**src/rtl/mau_pkg.sv**
```systemverilog
`default_nettype none
// ============================================================================
//  Module      : mau_pkg
//  Description : Shared types and helpers for the memory access unit.
//                size_e   - request access size encoding
//                state_e  - control FSM states
//                aligned_ok() - natural-alignment check for a size/offset
//  Revision    : 1.0 - initial release
// ============================================================================
package mau_pkg;

   typedef enum logic [1:0] {
      SZ_BYTE = 2'b00,
      SZ_HALF = 2'b01,
      SZ_WORD = 2'b10,
      SZ_RSVD = 2'b11
   } size_e;

   typedef enum logic [2:0] {
      IDLE   = 3'd0,
      LOAD   = 3'd1,
      RMW_RD = 3'd2,
      STORE  = 3'd3,
      RESP   = 3'd4,
      ERR    = 3'd5
   } state_e;

   // Reserved size is never aligned, so it folds into the same error path.
   function automatic logic aligned_ok(input size_e size, input logic [1:0] addr_lo);
      case (size)
         SZ_BYTE: aligned_ok = 1'b1;
         SZ_HALF: aligned_ok = ~addr_lo[0];
         SZ_WORD: aligned_ok = (addr_lo == 2'b00);
         default: aligned_ok = 1'b0;
      endcase
   endfunction

endpackage
`default_nettype wire

```
**src/rtl/mau_lane_mux.sv**
```systemverilog
`default_nettype none
// ============================================================================
//  Module      : mau_lane_mux
//  Description : Combinational byte-lane steering for the memory access unit.
//                Load path : extract byte/half/word from 'word' at 'addr_lo'
//                            and sign/zero-extend to 32 bits.
//                Store path: replace the addressed lane(s) of 'word' with the
//                            low bits of 'wdata' (word size: wdata as-is).
//  Ports       : word[31:0]  in  memory read word
//                addr_lo[1:0] in byte offset within the word (little-endian)
//                size        in  access size (size_e)
//                sgn         in  1 = sign-extend loads
//                wdata[31:0] in  right-justified store data
//                load_data   out extended load result
//                merge_data  out word with target lane(s) replaced
//  Revision    : 1.0 - initial release
// ============================================================================
module mau_lane_mux
   import mau_pkg::*;
(
   input  logic [31:0] word,
   input  logic [1:0]  addr_lo,
   input  size_e       size,
   input  logic        sgn,
   input  logic [31:0] wdata,
   output logic [31:0] load_data,
   output logic [31:0] merge_data
);

   logic [7:0]  w_byte;
   logic [15:0] w_half;

   always_comb begin
      case (addr_lo)
         2'd0:    w_byte = word[7:0];
         2'd1:    w_byte = word[15:8];
         2'd2:    w_byte = word[23:16];
         default: w_byte = word[31:24];
      endcase
      w_half = addr_lo[1] ? word[31:16] : word[15:0];

      case (size)
         SZ_BYTE: load_data = {{24{sgn & w_byte[7]}}, w_byte};
         SZ_HALF: load_data = {{16{sgn & w_half[15]}}, w_half};
         default: load_data = word;
      endcase

      merge_data = word;
      case (size)
         SZ_BYTE: begin
            case (addr_lo)
               2'd0:    merge_data[7:0]   = wdata[7:0];
               2'd1:    merge_data[15:8]  = wdata[7:0];
               2'd2:    merge_data[23:16] = wdata[7:0];
               default: merge_data[31:24] = wdata[7:0];
            endcase
         end
         SZ_HALF: begin
            if (addr_lo[1]) merge_data[31:16] = wdata[15:0];
            else            merge_data[15:0]  = wdata[15:0];
         end
         default: merge_data = wdata;
      endcase
   end

endmodule
`default_nettype wire

```
**src/rtl/mem_access_unit.sv**
```systemverilog
`default_nettype none
// ============================================================================
//  Module      : mem_access_unit
//  Description : CPU-side initiator for a word-addressed data memory with
//                combinational read and whole-word synchronous write.
//                Sub-word stores are read-modify-write; loads are extracted
//                and extended. Misaligned, reserved-size and out-of-range
//                requests complete with resp_err and never write memory.
//  Ports       : clk, reset (async, active-high)
//                req_valid/req_ready/req_we/req_size/req_signed/req_addr/
//                req_wdata   - request side, accepted only in IDLE
//                resp_valid/resp_rdata/resp_err - one-cycle completion
//                mem_we/mem_a/mem_wd/mem_rd     - memory side
//  Config      : MAU_PERF_CNT_EN adds load_cnt/store_cnt/err_cnt outputs.
//  Revision    : 1.0 - initial release
// ============================================================================
module mem_access_unit
   import mau_pkg::*;
#(
   parameter int ADDR_W    = 32,
   parameter int MEM_WORDS = 64
) (
   input  logic              clk,
   input  logic              reset,
   input  logic              req_valid,
   output logic              req_ready,
   input  logic              req_we,
   input  logic [1:0]        req_size,
   input  logic              req_signed,
   input  logic [ADDR_W-1:0] req_addr,
   input  logic [31:0]       req_wdata,
   output logic              resp_valid,
   output logic [31:0]       resp_rdata,
   output logic              resp_err,
   output logic              mem_we,
   output logic [ADDR_W-1:0] mem_a,
   output logic [31:0]       mem_wd,
   input  logic [31:0]       mem_rd
`ifdef MAU_PERF_CNT_EN
   ,
   output logic [31:0]       load_cnt,
   output logic [31:0]       store_cnt,
   output logic [31:0]       err_cnt
`endif
);

   localparam logic [ADDR_W-1:0] c_mem_words = ADDR_W'(MEM_WORDS);

   state_e            r_state;
   state_e            w_next;
   logic [ADDR_W-1:0] r_addr;
   size_e             r_size;
   logic              r_we;
   logic              r_signed;
   logic [31:0]       r_wdata;
   logic [31:0]       r_rdata;
   logic [31:0]       r_merge;

   size_e             w_size;
   logic              w_req_err;
   logic [31:0]       w_load_data;
   logic [31:0]       w_merge_data;

   assign w_size    = size_e'(req_size);
   assign w_req_err = ~aligned_ok(w_size, req_addr[1:0]) |
                      ({2'b00, req_addr[ADDR_W-1:2]} >= c_mem_words);

   // Shared by LOAD (extract) and RMW_RD (merge); both read the latched word.
   mau_lane_mux u_lane_mux (
      .word       (mem_rd),
      .addr_lo    (r_addr[1:0]),
      .size       (r_size),
      .sgn        (r_signed),
      .wdata      (r_wdata),
      .load_data  (w_load_data),
      .merge_data (w_merge_data)
   );

   always_ff @(posedge clk or posedge reset) begin
      if (reset) r_state <= IDLE;
      else       r_state <= w_next;
   end

   always_ff @(posedge clk or posedge reset) begin
      if (reset) begin
         r_addr   <= '0;
         r_size   <= SZ_BYTE;
         r_we     <= 1'b0;
         r_signed <= 1'b0;
         r_wdata  <= '0;
         r_rdata  <= '0;
         r_merge  <= '0;
      end else begin
         if (r_state == IDLE && req_valid) begin
            r_addr   <= req_addr;
            r_size   <= w_size;
            r_we     <= req_we;
            r_signed <= req_signed;
            r_wdata  <= req_wdata;
            // Word stores skip RMW_RD, so the buffer is preloaded here.
            r_merge  <= req_wdata;
         end
         if (r_state == LOAD)   r_rdata <= w_load_data;
         if (r_state == RMW_RD) r_merge <= w_merge_data;
      end
   end

   // Every memory-side output decodes from the state register alone, so an
   // async reset removes mem_we without waiting for a clock edge.
   always_comb begin
      w_next     = r_state;
      req_ready  = 1'b0;
      resp_valid = 1'b0;
      resp_err   = 1'b0;
      resp_rdata = '0;
      mem_we     = 1'b0;
      mem_wd     = '0;
      mem_a      = {r_addr[ADDR_W-1:2], 2'b00};
      case (r_state)
         IDLE: begin
            req_ready = 1'b1;
            mem_a     = '0;
            if (req_valid) begin
               if (w_req_err)             w_next = ERR;
               else if (!req_we)          w_next = LOAD;
               else if (w_size == SZ_WORD) w_next = STORE;
               else                       w_next = RMW_RD;
            end
         end
         LOAD:   w_next = RESP;
         RMW_RD: w_next = STORE;
         STORE: begin
            mem_we = 1'b1;
            mem_wd = r_merge;
            w_next = RESP;
         end
         RESP: begin
            resp_valid = 1'b1;
            resp_rdata = r_we ? 32'h0 : r_rdata;
            w_next     = IDLE;
         end
         ERR: begin
            resp_valid = 1'b1;
            resp_err   = 1'b1;
            w_next     = IDLE;
         end
         default: w_next = IDLE;
      endcase
   end

`ifdef MAU_PERF_CNT_EN
   always_ff @(posedge clk or posedge reset) begin
      if (reset) begin
         load_cnt  <= '0;
         store_cnt <= '0;
         err_cnt   <= '0;
      end else if (r_state == RESP) begin
         if (r_we) store_cnt <= store_cnt + 32'd1;
         else      load_cnt  <= load_cnt + 32'd1;
      end else if (r_state == ERR) begin
         err_cnt <= err_cnt + 32'd1;
      end
   end
`endif

endmodule
`default_nettype wire

```
**config.mk**
```make
export PLATFORM = sky130hd
export DESIGN_NAME = mem_access_unit
export DESIGN_NICKNAME = d
export VERILOG_FILES = /design/src/rtl/mau_pkg.sv /design/src/rtl/mau_lane_mux.sv /design/src/rtl/mem_access_unit.sv
export SDC_FILE = /design/constraint.sdc
export NUM_CORES = 1
export LEC_CHECK = 0
export ABC_AREA = 0
export CORE_ASPECT_RATIO = 0.7
export CORE_MARGIN = 10
export CORE_UTILIZATION = 44
export CTS_CLUSTER_SIZE = 10
export DETAILED_ROUTE_END_ITERATION = 8
export PLACE_DENSITY = 0.9
export REMOVE_ABC_BUFFERS = 1
export SYNTH_ARGS = -nofsm -noshare
export SYNTH_HDL_FRONTEND = slang
export SYNTH_SLANG_ARGS = --single-unit
export TNS_END_PERCENT = 5
```
**constraint.sdc**
```tcl
create_clock -name clk -period 4.3 [get_ports clk]
set_input_delay 0.86 -clock clk [delete_from_list [all_inputs] [get_ports clk]]
set_output_delay 0.86 -clock clk [all_outputs]
set_load 0.005 [all_outputs]
```
==> results.md <==
* Status: complete, no violations
* Fillers at roughly 1200
* Via density at about 5.7
* Clock buffer depth at 2
* CTS tree: done
* Remaining global-route overflow at 0
* Max_slew headroom at 0.171
* Nets@finish at between 1000 and 1500
* Post-CTS Hold Fix Bufs at 0
* Min-Delay Endpoint: r_addr[4]
* Psw at roughly 2.6 mW
* Top-count cell post-synth: nand2_1
* H-tree Lvls at 4
* DP Area at approximately 9200 um2
* Pwr Total at 6.72 mW
* RR Startpoint: r_state[1]
* Clock skew at around 0.0096 ns
* Final worst path period need at between 3 and 4 ns
* Critical Path AT at around 2.5 ns
* LEAKAGE at about 4.4 nW
* Vias at 6726
* Initial Utilization at 0.451
* Final wirelength at 24400 um
* Reg2reg end: r_merge[18]
* Final setup vio count at 0
* Row cnt at 38
* Core area at 15500 um2
* Initial antenna violation count at 4
* WP data required at ~3.4 ns
* Global-route wire length before repair at ~38000 um
* Top cell type's share of synthesized area at 0.482
* Routability Congestion at just over 0.9
* DRC at 0
* Critical path class: reg2out
* Worst Max-Slew Pin Slew at between 1 and 1.5 ns
* Vias in the first global route at 6686
* # clock sinks at ~140
* R2R cell count at 6
* Area Overhead vs Synth at 39.4%
* HP Class: reg2reg
* Synthesized instance count at between 700 and 800
* Ratio of cells with drive above 1 in the final layout at 0.0842
* Final Core Density at 0.629
* Flop pwr share at 0.345
* Global route hottest layer: met2
* Clk pin slew, worst setup/hold paths at around 0.060 ns
* Logic pwr share at 0.430
* TritonCTS Buffers at 17
* Post-synth EDFFs at 0
* Post-CTS Resized at 0
* Final period utilization at 0.773
* Hold Path Stages at 2
* Crit start category: flop
* Final Hold Violating Endpoints at 0
* Chip width at around 170 um
* Yosys reg bits at around 140
* Sw Share at 0.384
* Final ANT Viol Nets at 0
* GR Util met1 at 0.290
* DRT Pass-1 Iters at 8
* Post-Syn Area at 7010 um2
* WL per Instance at roughly 21 um
* F_max at 0.301 GHz
* Post-synth top cells: nand2_1 (258), dfrtp_1 (135), and2_1 (66)
* CTS root buf: clkbuf_16
* HPWL after DPL at between 15000 and 20000 um
* R2R setup slack at 1.70 ns
* Internal power at between 4 and 5 mW
* Synthesized area per cell at 8.81 um2
* Synth area leader: dfrtp_1
* Worst skew pair latency at about 0.43 ns
* Die H at 126 um
* Number of I/O pins at 203
* Fin. max-slew vios at 0
* Post-CTS setup buffer count at 0
* Crit end category: output pin
* Synth area leaders: dfrtp_1 (48%), nand2_1 (14%), and2_1 (5.9%), mux2_2 (3.9%), a222oi_1 (3.3%)
* Max IR drop VDD at between 0.3 and 0.4 mV
* RSZ-0062 raised after global routing: false
* GR Util met2 at 0.335
* Post-synth ARST share at 1.00
* Pwr dens at between 600 and 700 nW/um2
* GR Layer Usage met3 at 0.0793
* Initial DRC count at approximately 1000
* Gr usage total at 0.223
* Ys flop type: dfrtp_1
* Ys Warns at 0
* Largest net degree at the start of global routing at 80
* CP max FO at 28
* Hold wc startpoint: r_addr[4]
* Synth cell types at 42
* Clock Power Share at 0.225
* Max-cap violations at 0
* Sequential area share after synthesis at 0.482
* Die area at ~21000 um2
* Final Instance Area at roughly 9800 um2
* Port bufs at 200
==> per-layer routing <==
| layer | up-vias | share of wire |
|---|---|---|
| met3 | 53 | 0.11 |
| met4 | 2 | 0.026 |
| met1 | 3207 | 0.41 |
| li1 | 3076 | - |
| met5 | - | 0.00041 |
| met2 | 388 | 0.45 |
==> state kept, by name, summed over array words and instances, names as in the netlist <==
signal / cells
r_wdata: 32
r_state: 3
r_rdata: 32
r_signed: 1
r_we: 1
r_addr: 32
r_size: 2
r_merge: 32
==> how the worst max path moves through the flow <==
stage | startpoint | to | slack, ns | depth (start not counted)
final | r_state[1] | mem_wd[24] | 0.97 | 4
after global placement | mem_rd[31] | r_rdata[16] | 1.44 | 5
after global routing | r_state[2] | resp_rdata[13] | 0.80 | 5
after floorplan | reset | r_addr[0] | -0.17 | 1
after CTS | r_state[1] | mem_wd[24] | 0.97 | 4
after detailed placement | mem_rd[31] | r_rdata[30] | 1.38 | 5
==> logic make-up after synthesis <==
| family | after synthesis | synth area share |
|---|---|---|
| flops | 135 | 0.482 |
| buf+inv | 65 | 0.0409 |
| compound gates | 136 | 0.141 |
| other cells | 1 | 0.000535 |
| mux | 42 | 0.0660 |
| simple gates | 417 | 0.270 |
==> cell type report <==
cell class | instances | area, um2 | share of cell area
clock inverters | 13 | 169 | 0.0173
well taps | 200 | 250 | 0.0256
repair buffers | 214 | 2120 | 0.217
inverters | 8 | 35.0 | 0.00358
multi-input cells | 597 | 3370 | 0.345
flip-flops and latches | 135 | 3380 | 0.346
clock buffers | 19 | 443 | 0.0453
diodes | 2 | 5.00 | 0.000512
==> power by group through the flow <==
stage / registers, mW / logic [mW] / clock network, mW
floorplan: 2.22 / 1.64 / 0
global placement: 2.29 / 2.75 / 0
detailed placement: 2.31 / 2.84 / 0
CTS: 2.30 / 2.87 / 1.52
global route: 2.39 / 3.17 / 1.59
finish: 2.32 / 2.89 / 1.52
==> placed cells by master, fill, tap and decap left out, types with 4 or more instances in the layout <==
| cell type | synthesis | layout |
|---|---|---|
| and2_1 | 66 | 65 |
| and3_1 | 9 | 9 |
| nor2_1 | 28 | 28 |
| dfrtp_1 | 135 | 135 |
| inv_1 | 8 | 7 |
| a22o_1 | 6 | 6 |
| nand2_1 | 258 | 257 |
| o211ai_1 | 23 | 23 |
| inv_6 | 0 | 5 |
| a21oi_1 | 20 | 20 |
| a211oi_1 | 8 | 8 |
| clkbuf_16 | 0 | 17 |
| nor4_1 | 6 | 6 |
| mux2i_1 | 17 | 17 |
| clkinvlp_4 | 0 | 4 |
| a222oi_1 | 23 | 23 |
| nand3_1 | 5 | 5 |
| buf_4 | 3 | 13 |
| nor2b_1 | 34 | 34 |
| a22oi_1 | 13 | 13 |
| mux2_2 | 24 | 24 |
| o21ai_0 | 24 | 23 |
| clkdlybuf4s50_1 | 0 | 200 |
| o31ai_1 | 8 | 8 |
==> metrics by stage <==
stage | TNS, ns | worst slack (ns) | instances | hold WS, ns
floorplan | -23.14 | -0.171 | 740 | 0.438
global placement | 0 | 1.44 | 1154 | 0.450
detailed placement | 0 | 1.38 | 1154 | 0.454
CTS | 0 | 0.974 | 1186 | 0.469
global route | 0 | 0.796 | 1188 | 0.492
finish | 0 | 0.975 | 1188 | 0.464
==> critical path, cell delays in order (launching register included) <==
cell,delay (ns)
dfrtp_1,0.54
nor3b_2,0.41
buf_4,0.38
and2_1,0.20
clkdlybuf4s50_1,0.51
(Power assumes the default switching activity.)
